## src/rtl/imem_loader_pkg.sv

```systemverilog
// Shared types and constants for the instruction-memory loader.
// Build option: IMEM_LOADER_CHECKSUM_EN adds the CHECK state.
package imem_loader_pkg;

    localparam int BYTES_PER_WORD = 4;
    localparam int DEFAULT_DEPTH  = 64;

    typedef enum logic [2:0] {
        S_IDLE  = 3'd0,
        S_RECV  = 3'd1,
        S_WRITE = 3'd2,
`ifdef IMEM_LOADER_CHECKSUM_EN
        S_CHECK = 3'd3,
`endif
        S_DONE  = 3'd4,
        S_ERR   = 3'd5
    } state_t;

endpackage

```

## src/rtl/imem_loader_word_assembler.sv

```systemverilog
// Packs a big-endian byte stream into 32-bit words.
// Ports: clk, reset (async, high), clear, shift_en, byte_in -> word, complete.
module word_assembler
    import imem_loader_pkg::*;
(
    input  logic        clk,
    input  logic        reset,
    input  logic        clear,
    input  logic        shift_en,
    input  logic [7:0]  byte_in,
    output logic [31:0] word,
    output logic        complete
);

    logic [1:0] count;

    // complete marks the edge that consumes the last byte of a word
    assign complete = shift_en && (count == 2'(BYTES_PER_WORD - 1));

    always_ff @(posedge clk or posedge reset) begin
        if (reset) begin
            word  <= '0;
            count <= '0;
        end else if (clear) begin
            word  <= '0;
            count <= '0;
        end else if (shift_en) begin
            word  <= {word[23:0], byte_in};
            count <= count + 2'd1;
        end
    end

endmodule

```

## src/rtl/imem_loader.sv

```systemverilog
// Loads a byte stream into instruction memory while holding the core in reset.
// Ports: clk, reset (async, high), start, len, in_valid/in_data/in_ready byte
// stream, wr_en/wr_addr/wr_data memory write, core_reset, busy, done, err.
// Build option: IMEM_LOADER_CHECKSUM_EN enables the trailing checksum byte.
module imem_loader
    import imem_loader_pkg::*;
#(
    parameter int DEPTH  = DEFAULT_DEPTH,
    parameter int ADDR_W = $clog2(DEPTH)
) (
    input  logic              clk,
    input  logic              reset,
    input  logic              start,
    input  logic [6:0]        len,
    input  logic              in_valid,
    input  logic [7:0]        in_data,
    output logic              in_ready,
    output logic              wr_en,
    output logic [ADDR_W-1:0] wr_addr,
    output logic [31:0]       wr_data,
    output logic              core_reset,
    output logic              busy,
    output logic              done,
    output logic              err
);

    localparam int LEN_W = ADDR_W + 1;

    state_t            state;
    state_t            state_n;
    logic [LEN_W-1:0]  eff_len;
    logic [LEN_W-1:0]  start_len;
    logic [ADDR_W-1:0] idx;
    logic              fire;
    logic              shift_en;
    logic              clear;
    logic              complete;
    logic              last_word;
    logic [31:0]       word;

`ifdef IMEM_LOADER_CHECKSUM_EN
    logic [7:0] sum;
    logic       err_q;
    assign err = err_q;
`else
    assign err = 1'b0;
`endif

    assign fire     = in_valid && in_ready;
    assign shift_en = fire && (state == S_RECV);
    assign clear    = start &&
                      (state inside {S_IDLE, S_DONE, S_ERR});
    assign last_word = (LEN_W'(idx) + LEN_W'(1)) == eff_len;

    // zero or oversize requests load the whole memory
    always_comb begin
        start_len = LEN_W'(len);
        if (len == 7'd0 || 32'(len) > DEPTH)
            start_len = LEN_W'(DEPTH);
    end

    word_assembler u_asm (
        .clk      (clk),
        .reset    (reset),
        .clear    (clear),
        .shift_en (shift_en),
        .byte_in  (in_data),
        .word     (word),
        .complete (complete)
    );

    always_comb begin
        state_n = state;
        unique case (state)
            S_IDLE, S_DONE, S_ERR: begin
                if (start)
                    state_n = S_RECV;
            end
            S_RECV: begin
                if (complete)
                    state_n = S_WRITE;
            end
            S_WRITE: begin
`ifdef IMEM_LOADER_CHECKSUM_EN
                state_n = last_word ? S_CHECK : S_RECV;
`else
                state_n = last_word ? S_DONE : S_RECV;
`endif
            end
`ifdef IMEM_LOADER_CHECKSUM_EN
            S_CHECK: begin
                if (fire)
                    state_n = (8'(sum + in_data) == 8'h00) ?
                              S_DONE : S_ERR;
            end
`endif
            default: state_n = S_IDLE;
        endcase
    end

    always_ff @(posedge clk or posedge reset) begin
        if (reset) begin
            state      <= S_IDLE;
            in_ready   <= 1'b0;
            wr_en      <= 1'b0;
            wr_addr    <= '0;
            wr_data    <= '0;
            core_reset <= 1'b1;
            busy       <= 1'b0;
            done       <= 1'b0;
            idx        <= '0;
            eff_len    <= '0;
`ifdef IMEM_LOADER_CHECKSUM_EN
            sum        <= '0;
            err_q      <= 1'b0;
`endif
        end else begin
            state      <= state_n;
            wr_en      <= (state_n == S_WRITE);
            done       <= (state_n == S_DONE);
            core_reset <= (state_n != S_DONE);
`ifdef IMEM_LOADER_CHECKSUM_EN
            in_ready   <= (state_n == S_RECV) ||
                          (state_n == S_CHECK);
            busy       <= (state_n == S_RECV) ||
                          (state_n == S_WRITE) ||
                          (state_n == S_CHECK);
            err_q      <= (state_n == S_ERR);
            if (clear)
                sum <= '0;
            else if (shift_en)
                sum <= sum + in_data;
`else
            in_ready   <= (state_n == S_RECV);
            busy       <= (state_n == S_RECV) ||
                          (state_n == S_WRITE);
`endif
            if (clear) begin
                eff_len <= start_len;
                idx     <= '0;
            end else if (state == S_WRITE && !last_word) begin
                idx <= idx + 1'b1;
            end
            // the word register updates on this same edge, so
            // capture the assembled word including the incoming byte
            if (state_n == S_WRITE) begin
                wr_addr <= idx;
                wr_data <= {word[23:0], in_data};
            end
        end
    end

endmodule

```

## config.mk

```make
export PLATFORM = sky130hd
export DESIGN_NAME = imem_loader
export DESIGN_NICKNAME = d
export VERILOG_FILES = /design/src/rtl/imem_loader_pkg.sv /design/src/rtl/imem_loader_word_assembler.sv /design/src/rtl/imem_loader.sv
export SDC_FILE = /design/constraint.sdc
export NUM_CORES = 1
export LEC_CHECK = 0
export BUFFER_PORTS_ARGS = -buffer_cell sky130_fd_sc_hd__clkbuf_2
export CELL_PAD_IN_SITES_DETAIL_PLACEMENT = 1
export CELL_PAD_IN_SITES_GLOBAL_PLACEMENT = 1
export CORE_ASPECT_RATIO = 1.1
export CORE_MARGIN = 2
export CORE_UTILIZATION = 44
export CTS_CLUSTER_DIAMETER = 150
export DETAILED_ROUTE_END_ITERATION = 12
export PLACE_DENSITY = 0.76
export SLEW_MARGIN = 20
export SYNTH_ARGS = -nofsm -noshare
export SYNTH_HDL_FRONTEND = slang
export SYNTH_SLANG_ARGS = --single-unit
```

## constraint.sdc

```tcl
create_clock -name clk -period 3.3 [get_ports clk]
set_input_delay 0.66 -clock clk [delete_from_list [all_inputs] [get_ports clk]]
set_output_delay 0.66 -clock clk [all_outputs]
set_load 0.05 [all_outputs]
```

==> results.txt, run 1 <==
----------------------------------------------------
[Status]
  Run status ... finished clean

[CTS]
  CTS tree ... done
  Buffer levels on the longest clock path ... 2
  Clock insertion delay at the later pin of the skew report ... 340 ps
  Hold buffers post-CTS ... 0
  Number of sinks handled by clock tree synthesis ... 85
  TritonCTS Buffers ... 9
  Clock input transition at the sequential cells of the worst setup and hold paths ... 90 ps
  Root buffer cell ... clkbuf_8
  H-tree Lvls ... 3
  Resize count post-CTS ... 0
  Number of setup buffers added after CTS ... 0

[Synth]
  Post-Synthesis Net Count ... 337
  Avg Synthesized Cell Area ... 11.3 um^2
  Count of state elements after synthesis ... 85
  Count of different cell masters after synthesis ... 43
  Synth warnings ... 0
  Post-synthesis async set-or-reset flop share ... 100%
  Cell count after synthesis ... 316
  Post-synth top flop ... dfrtp_1
  Cell Area, Synth ... 3570 um^2
  Sequential-to-total area share from yosys stat ... 59.6%
  Number of enable flip-flop cells after synthesis ... 0

[Cells and area]
  Most frequent cells in the layout ... dfrtp_1, nand2_1, clkbuf_2
  Post-route insts no fill ... 489
  Number of inserted diodes ... 0
  Final layout net count ... 397
  Fraction of layout cells with a size suffix above 1 ... 34.9%
  Most common library cell in the layout ignoring fill and taps ... dfrtp_1
  Growth of design area from synthesis to finish ... 17.7%

[Detailed routing]
  Routed wire length ... 7.73 mm
  Wl on met1 ... 3.28 mm
  Number of detailed-routing iterations run before antenna repair ... 4
  DRC ... 0
  Total met3 wirelength after detailed routing ... 297 um
  Post-route antenna net violation count ... 0
  Detail Route met2 WL ... 4.06 mm
  Avg Vias per Cell ... 5.20
  Vias ... 2543
  Number of DRC markers in iteration 0 ... 103
  Average detailed-routed wire length per instance ... 15.8 um
  Top Layer Used ... met4

[STA]
  Pin slew with the least headroom to its limit ... 880 ps
  Final sum of negative setup slack ... 0 ps
  Final setup violation count ... 0
  RSZ-0062 raised after global routing ... false
  Max Freq ... 0.389 GHz
  Largest clock skew in the final design ... 8.69 ps
  Final min period ... 2570 ps
  Relative slew margins ... 41.1%
  Count of final max-slew check failures ... 0
  Portion of the clock cycle consumed by the worst path in the final layout ... 78.0%
  Final Hold Viols ... 0
  WHS ... 367 ps

[Power]
  Peak supply drop ... 0.616 mV
  Seq pwr share ... 41.6%
  Internal Power ... 2240 uW
  Static leakage ... 0.00215 uW
  Clock power share ... 19.2%
  Total power per unit cell area ... 945 nW/um^2
  Switching part of the total power ... 43.6%
  Sw Pwr ... 1730 uW
  Portion of total power attributed to combinational logic ... 39.3%

[Placed design]
  Count of input and output buffers ... 61
  Routability-driven placement congestion ratio ... 0.778
  HPWL reported at the end of detailed placement ... 5.37 mm
  Inst Count DP ... 473

[Setup path]
  Data arrival time of the critical path ... 2800 ps
  CP Launch Type ... register
  Top delay family on crit path ... compound AO/OA/AOI/OAI gates
  WP data required ... 3530 ps
  Reg2reg setup slack ... 730 ps
  Crit path kind ... register to register
  Critical Path End Type ... register
  Cell-by-cell trace of the critical path ... ha_1 > nand3_1 > o22ai_1 > o211a_1 > o41ai_2 > buf_4 > nor3_2 > a211o_1
  Max stage delay on crit path ... 590 ps
  Sum of buffers and inverters on the critical path ... 1
  Worst reg2reg path startpoint ... idx[0]
  Reg2Reg Depth ... 8
  Worst-path fanout max ... 7
  Cell with the biggest individual delay on the critical path ... o41ai_2
  Worst reg2reg path endpoint ... idx[4]

[Floorplan]
  Number of top-level design ports ... 63
  Placeable core region ... 7910 um^2
  Height of the die ... 98.5 um
  Full die area ... 8860 um^2
  Starting Density ... 45.2%
  Number of cell rows ... 34
  Horiz. Die Dim ... 89.9 um

[Global route]
  Wire length of the first global-routing pass ... 13.4 mm
  Maximum number of pins on one net before global-route repair ... 48
  Gr ovfl total ... 0
  Total routing usage reported by global routing ... 18.7%
  Number of global-route vias before repair ... 2784
  Number of antenna violations at the first check in global routing ... 0

[Job]
  Number of maximum-capacitance violations ... 0

[Worst hold path]
  Path type of the worst min-delay path ... input pin to async pin

----------------------------------------------------
-- cell type report --
cell class,instances,area (um^2)
multi-input cells,207,1350
clock buffers,10,138
flip-flops and latches,85,2130
clock inverters,6,68.8
well taps,108,135
inverters,6,23.8
repair buffers,67,363
fillers,906,3710
-- flip-flops by register name (all words and copies together) (netlist names), 2 cells and up --
| signal | flops |
|---|---|
| idx | 6 |
| u_asm.word | 24 |
| u_asm.count | 2 |
| wr_addr | 6 |
| wr_data | 32 |
| state | 3 |
| eff_len | 7 |
-- Yosys cell counts, drive strengths merged, types with 3 or more instances --
library cell	number	area share [%]
buf	4	0.77
a21o	3	0.63
clkbuf	14	1.5
dfrtp	84	59
nand2	69	7.2
a21oi	19	3.0
inv	6	0.63
xnor2	3	0.74
xor2	3	0.74
nor3b	5	1.1
nor3	4	0.70
nand3	15	2.1
nor2	6	0.70
nand3b	6	1.3
o21ai	10	1.4
mux2	37	12
-- power by group through the flow --
stage	Combinational, uW	Clock [uW]	Sequential [uW]
after CTS	1590	781	1660
after detailed placement	1580	0	1680
after global routing	1680	819	1710
final	1560	762	1650
after global placement	1530	0	1650
after floorplan	624	0	2200
-- worst reg2reg max path, stage by stage (launching register included) --
cell and delay, ps:
dfrtp_1 470, ha_1 310, nand3_1 200, o22ai_1 110
o211a_1 240, o41ai_2 590, buf_4 240, nor3_2 40
a211o_1 270
-- routing by layer --
layer  up-vias  track usage, %
li1       1189               -
met1      1296            22.7
met2        50            33.9
met3         8            4.05
met4         0            4.97
met5         -               0
-- how the worst max path moves through the flow --
stage | from | end | slack (ps) | cells after the start
after global placement | idx[0] | idx[4] | 830 | 8
final | idx[0] | idx[4] | 730 | 8
after detailed placement | idx[0] | idx[4] | 740 | 8
after CTS | idx[0] | idx[4] | 730 | 8
after floorplan | reset | busy | 450 | 1
after global routing | idx[0] | idx[4] | 530 | 8
-- cell families (layout without fill, tap and decap cells) --
logic type               Yosys count  in the layout  share of synthesized area (%)
AND/OR/NAND/NOR                  119            119                           16.1
multiplexers                      38             38                           11.9
AO/OA/AOI/OAI                     41             41                           7.21
adder cells (fa/ha/maj)            2              2                          0.700
flip-flops                        85             85                           59.6
XOR/XNOR                           6              6                           1.47
buffers and inverters             24             89                           2.87
other                              1              1                          0.105
-- through the flow --
stage / total power, uW / instance area [um^2] / util (%) / setup WS, ps
2_1_floorplan: 2830 / 3570 / - / 448
3_3_place_gp: 3180 / 4000 / 50.6 / 834
3_5_place_dp: 3250 / 4000 / 50.6 / 744
4_1_cts: 4030 / 4210 / 53.2 / 729
5_1_grt: 4220 / 4210 / 53.2 / 530
6_report: 3980 / 4210 / 53.2 / 726
Power figures use the tool's default switching activity.
==> run 2, diff against run 1 <==
--- a/config.mk
+++ b/config.mk
@@ -5,15 +5,16 @@
 export SDC_FILE = /design/constraint.sdc
 export NUM_CORES = 1
 export LEC_CHECK = 0
+export ABC_AREA = 1
 export BUFFER_PORTS_ARGS = -buffer_cell sky130_fd_sc_hd__clkbuf_2
 export CELL_PAD_IN_SITES_DETAIL_PLACEMENT = 1
 export CELL_PAD_IN_SITES_GLOBAL_PLACEMENT = 1
 export CORE_ASPECT_RATIO = 1.1
 export CORE_MARGIN = 2
-export CORE_UTILIZATION = 44
+export CORE_UTILIZATION = 38
 export CTS_CLUSTER_DIAMETER = 150
 export DETAILED_ROUTE_END_ITERATION = 12
-export PLACE_DENSITY = 0.76
+export PLACE_DENSITY = 0.72
 export SLEW_MARGIN = 20
 export SYNTH_ARGS = -nofsm -noshare
 export SYNTH_HDL_FRONTEND = slang
==> constraint.sdc (replaced) <==
create_clock -name clk -period 2.33 [get_ports clk]
set_input_delay 0.466 -clock clk [delete_from_list [all_inputs] [get_ports clk]]
set_output_delay 0.466 -clock clk [all_outputs]
set_load 0.05 [all_outputs]
==> run 2 against run 1 <==
Effect of this change:
- first-iteration DRC count shrank 15%
- global-route usage shrank 0.62 points
- setup slack lost 410 ps
- die area grew 12%
- via count grew 5.0%
==> results.txt, run 2 <==
----------------------------------------------------
[Cells and area]
  Register with the most flip-flops ... wr_data
  Number of fill cells in the layout ... 1046 (+15%)
  Number of flip-flops under the largest register name ... 32 (unchanged)
  Final layout net count ... 448 (+13%)
  Top flop regs ... wr_data x32, u_asm.word x24, eff_len x7
  Number of inserted diodes ... 0 (unchanged)
  Total area of multi-input combinational cells ... 1030 um^2 (-24%)
  Most common library cell in the layout ignoring fill and taps ... dfrtp_1
  Reg area ... 2130 um^2 (unchanged)
  Most frequent cells in the layout ... dfrtp_1, nand2_1, clkbuf_2
  Post-route insts no fill ... 546 (+12%)
  Growth of design area from synthesis to finish ... 18.2%
  Fraction of layout cells with a size suffix above 1 ... 24.1% (-11 points)

[Synth]
  Count of different cell masters after synthesis ... 30 (-30%)
  Count of state elements after synthesis ... 85 (unchanged)
  Top-count cell post-synth ... dfrtp_1
  Share of the synthesized area in the top cell type ... 60.6% (+1.7 points)
  Sequential-to-total area share from yosys stat ... 61.3% (+1.8 points)
  Number of enable flip-flop cells after synthesis ... 0 (unchanged)
  Post-Synthesis Net Count ... 387 (+15%)
  Biggest area consumer among synthesized cells ... dfrtp_1
  Cell Area, Synth ... 3470 um^2 (-2.9%)
  Post-synthesis async set-or-reset flop share ... 100% (unchanged)
  Avg Synthesized Cell Area ... 9.48 um^2 (-16%)
  Top area cells in the synthesized netlist ... dfrtp_1, nand2_1, o21ai_0, inv_1, nand3_1
  Cell count after synthesis ... 366 (+16%)
  Synth warnings ... 0 (unchanged)
  Post-synth top flop ... dfrtp_1
  Most numerous cell types in the synthesized netlist ... dfrtp_1, nand2_1, inv_1

[Setup path]
  Cell-by-cell trace of the critical path ... ha_1 > nand2_2 > inv_1 > nand2_1 > nand2_2 > nand2_2 > nand3_2 > nor2_2 > nand2_1 > nand2_2 > nand2_2 > nand2_1 > nand2_1
  Most common cell type on the critical path ... nand2_2
  Critical Path End Type ... register
  Crit path kind ... register to register
  Sum of buffers and inverters on the critical path ... 1 (unchanged)
  Top delay family on crit path ... simple AND/OR/NAND/NOR gates
  Reg2Reg Depth ... 13 (+5)
  Cell with the biggest individual delay on the critical path ... dfrtp_1
  Worst-path fanout max ... 11 (+4)
  CP Launch Type ... register
  Max stage delay on crit path ... 480 ps (-110 ps)
  Depth of the critical timing path with buffers and inverters included ... 13 (+5)
  WP data required ... 2590 ps (-940 ps)
  Data arrival time of the critical path ... 2280 ps (-520 ps)

[Detailed routing]
  Post-route antenna net violation count ... 0 (unchanged)
  DRC ... 0 (unchanged)
  Avg Vias per Cell ... 4.89 (-6.0%)
  Number of detailed-routing iterations run before antenna repair ... 6 (+2)
  Average detailed-routed wire length per instance ... 14.8 um (-6.2%)
  Vias ... 2670 (+5.0%)
  Routed wire length ... 8.10 mm (+4.8%)
  Number of DRC markers in iteration 0 ... 88 (-15%)

[STA]
  Final setup violation count ... 0 (unchanged)
  Max Freq ... 0.497 GHz (+28%)
  RSZ-0062 raised after global routing ... false
  Final sum of negative setup slack ... 0 ps (unchanged)
  Count of final max-slew check failures ... 0 (unchanged)
  Final min period ... 2010 ps (-560 ps)
  Relative slew margins ... 66.6% (+26 points)
  Largest clock skew in the final design ... 13.2 ps (+4.55 ps)
  Final Hold Viols ... 0 (unchanged)
  Portion of the clock cycle consumed by the worst path in the final layout ... 86.4% (+8.4 points)
  Pin slew with the least headroom to its limit ... 500 ps (-381 ps)

[Global route]
  Number of global-route vias before repair ... 2774 (-0.36%)
  Total routing usage reported by global routing ... 18.0% (-0.62 points)
  Wire length of the first global-routing pass ... 13.8 mm (+3.2%)
  Number of antenna violations at the first check in global routing ... 0 (unchanged)
  Gr ovfl total ... 0 (unchanged)
  Maximum number of pins on one net before global-route repair ... 49 (+2.1%)

[Floorplan]
  Number of cell rows ... 36 (+5.9%)
  Number of top-level design ports ... 63 (unchanged)
  Placeable core region ... 8870 um^2 (+12%)
  Horiz. Die Dim ... 95.1 um (+5.8%)
  Height of the die ... 104 um (+5.8%)
  Full die area ... 9920 um^2 (+12%)
  Starting Density ... 39.1% (-6.0 points)

[CTS]
  Root buffer cell ... clkbuf_8
  Hold buffers post-CTS ... 0 (unchanged)
  Buffer levels on the longest clock path ... 2 (unchanged)
  Resize count post-CTS ... 0 (unchanged)
  Clock input transition at the sequential cells of the worst setup and hold paths ... 90 ps (about the same)
  CTS tree ... done
  Number of setup buffers added after CTS ... 0 (unchanged)
  H-tree Lvls ... 3 (unchanged)
  TritonCTS Buffers ... 9 (unchanged)
  Clock insertion delay at the later pin of the skew report ... 370 ps (+30 ps)
  Number of sinks handled by clock tree synthesis ... 85 (unchanged)

[Placed design]
  Count of input and output buffers ... 61 (unchanged)
  HPWL reported at the end of detailed placement ... 5.70 mm (+6.1%)
  Inst Count DP ... 530 (+12%)
  Routability-driven placement congestion ratio ... 0.838 (+7.7%)

[Worst hold path]
  Path type of the worst min-delay path ... input pin to async pin

[Status]
  Run status ... finished clean

[Power]
  Peak supply drop ... 0.629 mV (+2.1%)
  Static leakage ... 0.00207 uW (-3.8%)
  Total power per unit cell area ... 1500 nW/um^2 (+59%)

[Job]
  Number of maximum-capacitance violations ... 0 (unchanged)

----------------------------------------------------
-- run 2: final cells by class --
cell class | count | share of cell area [%]
multi-input cells | 205 | 25.0
well taps | 114 | 3.48
repair buffers | 67 | 9.15
flip-flops and latches | 85 | 51.9
clock buffers | 9 | 3.02
inverters | 59 | 5.49
clock inverters | 7 | 1.98
-- run 2: cells by family after synthesis --
group                      Yosys count  share of synthesized area, %
and+or+nand+nor                    125                          16.3
DFF                                 85                          61.3
AOI/OAI and AO/OA                   76                          12.1
buffers and inverters               76                          9.19
adders and majority gates            2                         0.721
xor gates and xnor gates             1                         0.252
other                                1                         0.108
-- run 2: per-layer routing --
layer,track usage [%],share of wire [%]
met1,23.7,45
met2,29.2,50
met3,3.77,4.2
met4,6.52,1.7
met5,0,0
-- run 2: worst paths after layout --
path	start	end	slack [ps]
hold / removal	reset	wr_data[0]	110
hold reg to reg	u_asm.count[0]	u_asm.count[0]	490
setup / recovery	idx[0]	busy	320
min in group clk	len[4]	eff_len[4]	340
setup reg to reg	idx[0]	busy	320
max in group asynchronous	reset	core_reset	1670
-- run 2: power by group --
part           leakage, uW  switching, uW  internal, uW
logic             0.000860           2030           640
clock network    0.0000944            598           510
registers          0.00112            306          2060
-- run 2: worst reg2reg max path: cells and delay by family, from the launching register on --
| family | cells | cell delay [ps] |
|---|---|---|
| DFF | 1 | 480 |
| adders and majority gates | 1 | 290 |
| and+or+nand+nor | 11 | 1090 |
| buffers and inverters | 1 | 40 |
-- run 2: metrics by stage --
stage                     hold slack (ps)  power (uW)  area [um^2]  setup WS (ps)  util (%)
final                                 107        6150         4100            317      46.2
after global routing                  127        6580         4100            137      46.2
after CTS                             115        6220         4100            305      46.2
after detailed placement              473        5080         3900            309      43.9
after global placement                464        4990         3900            422      43.9
after floorplan                       450        4410         3470            658         -
==> run 3, diff against run 2 <==
--- a/config.mk
+++ b/config.mk
@@ -5,13 +5,12 @@
 export SDC_FILE = /design/constraint.sdc
 export NUM_CORES = 1
 export LEC_CHECK = 0
-export ABC_AREA = 1
 export BUFFER_PORTS_ARGS = -buffer_cell sky130_fd_sc_hd__clkbuf_2
 export CELL_PAD_IN_SITES_DETAIL_PLACEMENT = 1
 export CELL_PAD_IN_SITES_GLOBAL_PLACEMENT = 1
 export CORE_ASPECT_RATIO = 1.1
 export CORE_MARGIN = 2
-export CORE_UTILIZATION = 38
+export CORE_UTILIZATION = 39
 export CTS_CLUSTER_DIAMETER = 150
 export DETAILED_ROUTE_END_ITERATION = 12
 export PLACE_DENSITY = 0.72
==> constraint.sdc (replaced) <==
create_clock -name clk -period 2.33 [get_ports clk]
set_input_delay 0.466 -clock clk [delete_from_list [all_inputs] [get_ports clk]]
set_output_delay 0.466 -clock clk [all_outputs]
set_load 0.005 [all_outputs]
==> run 3 against run 2 <==
Effect of this change:
- the run now ends with negative setup slack left
- first-iteration DRC count is 33% higher
- critical path type unchanged
- register-to-register slack worse by 330 ps
- via count is 3.7% lower
- count of clock-buffer cells in the layout stayed put
==> results.txt, run 3 (same netlist as run 1, synthesis figures left out) <==
----------------------------------------------------
[CTS]
  Clock insertion delay at the later pin of the skew report ... 350 ps (-20 ps)
  H-tree Lvls ... 3 (unchanged)
  TritonCTS Buffers ... 9 (unchanged)
  Number of sinks handled by clock tree synthesis ... 85 (unchanged)
  Clock input transition at the sequential cells of the worst setup and hold paths ... 90 ps (about the same)
  Buffer levels on the longest clock path ... 2 (unchanged)
  Root buffer cell ... clkbuf_8
  CTS tree ... done

[Power]
  Total power per unit cell area ... 1130 nW/um^2 (-25%)
  Sw Pwr ... 1670 uW (-43%)
  Portion of total power attributed to combinational logic ... 29.7% (-14 points)
  Internal Power ... 3180 uW (-0.82%)
  Static leakage ... 0.00217 uW (+4.8%)
  Switching part of the total power ... 34.4% (-13 points)
  Peak supply drop ... 0.529 mV (-16%)
  Clock power share ... 22.2% (+4.2 points)
  Seq pwr share ... 48.1% (+9.6 points)

[Floorplan]
  Number of top-level design ports ... 63 (unchanged)
  Full die area ... 9950 um^2 (+0.30%)
  Placeable core region ... 8870 um^2 (unchanged)
  Number of cell rows ... 36 (unchanged)
  Horiz. Die Dim ... 95.3 um (+0.15%)
  Height of the die ... 104 um (+0.15%)
  Starting Density ... 40.3% (+1.2 points)

[STA]
  Portion of the clock cycle consumed by the worst path in the final layout ... 101% (+14 points)
  Final setup violation count ... 2 (+2)
  Final min period ... 2350 ps (+334 ps)
  Count of final max-slew check failures ... 0 (unchanged)
  Pin slew with the least headroom to its limit ... 701 ps (+201 ps)
  Largest clock skew in the final design ... 9.26 ps (-3.99 ps)
  Max Freq ... 0.426 GHz (-14%)
  Final Hold Viols ... 0 (unchanged)
  Final WS setup ... -17.2 ps (-334 ps)
  WHS ... 80.6 ps (-26.8 ps)
  Relative slew margins ... 53.1% (-13 points)

[Global route]
  Maximum number of pins on one net before global-route repair ... 72 (+47%)
  Gr ovfl total ... 0 (unchanged)
  Wire length of the first global-routing pass ... 13.4 mm (-3.2%)
  Number of antenna violations at the first check in global routing ... 0 (unchanged)
  Total routing usage reported by global routing ... 17.2% (-0.80 points)
  Number of global-route vias before repair ... 2746 (-1.0%)

[Setup path]
  Crit path kind ... register to register
  Data arrival time of the critical path ... 2580 ps (+300 ps)
  WP data required ... 2570 ps (-20 ps)
  Critical Path End Type ... register
  CP Launch Type ... register
  Worst-path fanout max ... 7 (-4)

[Placed design]
  Cell Area, Placed ... 4030 um^2 (+3.5%)
  Count of input and output buffers ... 61 (unchanged)
  HPWL reported at the end of detailed placement ... 5.31 mm (-6.8%)
  Routability-driven placement congestion ratio ... 0.788 (-6.0%)
  Pre-CTS setup slack ... 52.5 ps (-257 ps)

[Cells and area]
  Number of inserted diodes ... 0 (unchanged)
  Post-layout util ... 48.5% (+2.2 points)
  Most frequent cells in the layout ... dfrtp_1, nand2_1, clkbuf_2
  Fraction of layout cells with a size suffix above 1 ... 37.2% (+13 points)
  Final Cell Area ... 4300 um^2 (+4.8%)
  Most common library cell in the layout ignoring fill and taps ... dfrtp_1
  Register with the most flip-flops ... wr_data
  Top flop regs ... wr_data x32, u_asm.word x24, eff_len x7
  Number of flip-flops under the largest register name ... 32 (unchanged)
  Growth of design area from synthesis to finish ... 20.4%
  Final layout net count ... 403 (-10%)

[Status]
  Run status ... finished, violations left
  Failing checks ... negative setup slack

[Detailed routing]
  Routed wire length ... 8.11 mm (about the same)
  Average detailed-routed wire length per instance ... 16.2 um (+9.0%)
  Post-route antenna net violation count ... 0 (unchanged)
  Vias ... 2571 (-3.7%)
  Avg Vias per Cell ... 5.13 (+4.9%)
  DRC ... 0 (unchanged)
  Number of detailed-routing iterations run before antenna repair ... 4 (-2)
  Number of DRC markers in iteration 0 ... 117 (+33%)

[Worst hold path]
  Path type of the worst min-delay path ... input pin to async pin

[Job]
  Number of maximum-capacitance violations ... 0 (unchanged)

----------------------------------------------------
-- run 3: what timing repair did --
| item | 4_1_cts | 5_1_grt |
|---|---|---|
| pin swaps | 2 | 4 |
| gates resized for setup | 1 | 6 |
| hold buffers | 0 | 0 |
| buffers inserted | 3 | 0 |
| hold endpoints to repair | 0 | 0 |
| endpoints found under the setup margin | 1 | 6 |
-- run 3: per-stage QoR --
stage                     instances  total power (uW)  setup TNS (ps)
after global routing            501              5210            -240
after global placement          482              3700               0
after CTS                       501              4900               0
after detailed placement        482              3770               0
after floorplan                 316              3180               0
final                           501              4860           -24.3
-- run 3: worst max-delay path: stages, from the launching register on --
cell and delay, ps:
dfrtp_1 420, ha_4 260, xor2_2 150, nor3b_1 220, mux2i_1 200, o41ai_4 390, buf_4 230, nor3_2 50
a211o_1 280
-- run 3: worst paths after layout --
path | from | to | slack [ps] | depth (start not counted)
worst min-delay path | reset | done | 80 | 2
min in group clk | in_data[1] | u_asm.word[1] | 340 | 3
worst max register to register | idx[1] | idx[4] | -20 | 8
worst max-delay path | idx[1] | idx[4] | -20 | 8
max in group asynchronous | reset | idx[2] | 1550 | 3
worst min register to register | wr_addr[4] | wr_addr[4] | 490 | 2
-- run 3: per-layer routing --
metal / share of wire (%) / track usage (%) / routed length, um / vias up
met5: 0 / 0 / 0 / -
met4: 1.6 / 6.73 / 130 / 0
met3: 4.1 / 3.84 / 333 / 11
met2: 50 / 28.2 / 4060 / 53
met1: 44 / 22.0 / 3580 / 1298
li1: - / - / - / 1209
-- run 3: power by group through the flow --
| stage | Clock [uW] | Sequential [uW] | Combinational (uW) |
|---|---|---|---|
| after floorplan | 0 | 2290 | 882 |
| after global placement | 0 | 2330 | 1370 |
| after detailed placement | 0 | 2360 | 1410 |
| after CTS | 1130 | 2340 | 1430 |
| after global routing | 1180 | 2410 | 1630 |
| final | 1080 | 2330 | 1440 |
-- run 3: layout make-up --
class,count,area [um^2]
Fill cell,986,4570
Sequential cell,85,2130
Multi-Input combinational cell,207,1390
Timing Repair Buffer,73,408
Tap cell,114,143
Clock buffer,9,124
Clock inverter,7,80.1
Inverter,6,26.3
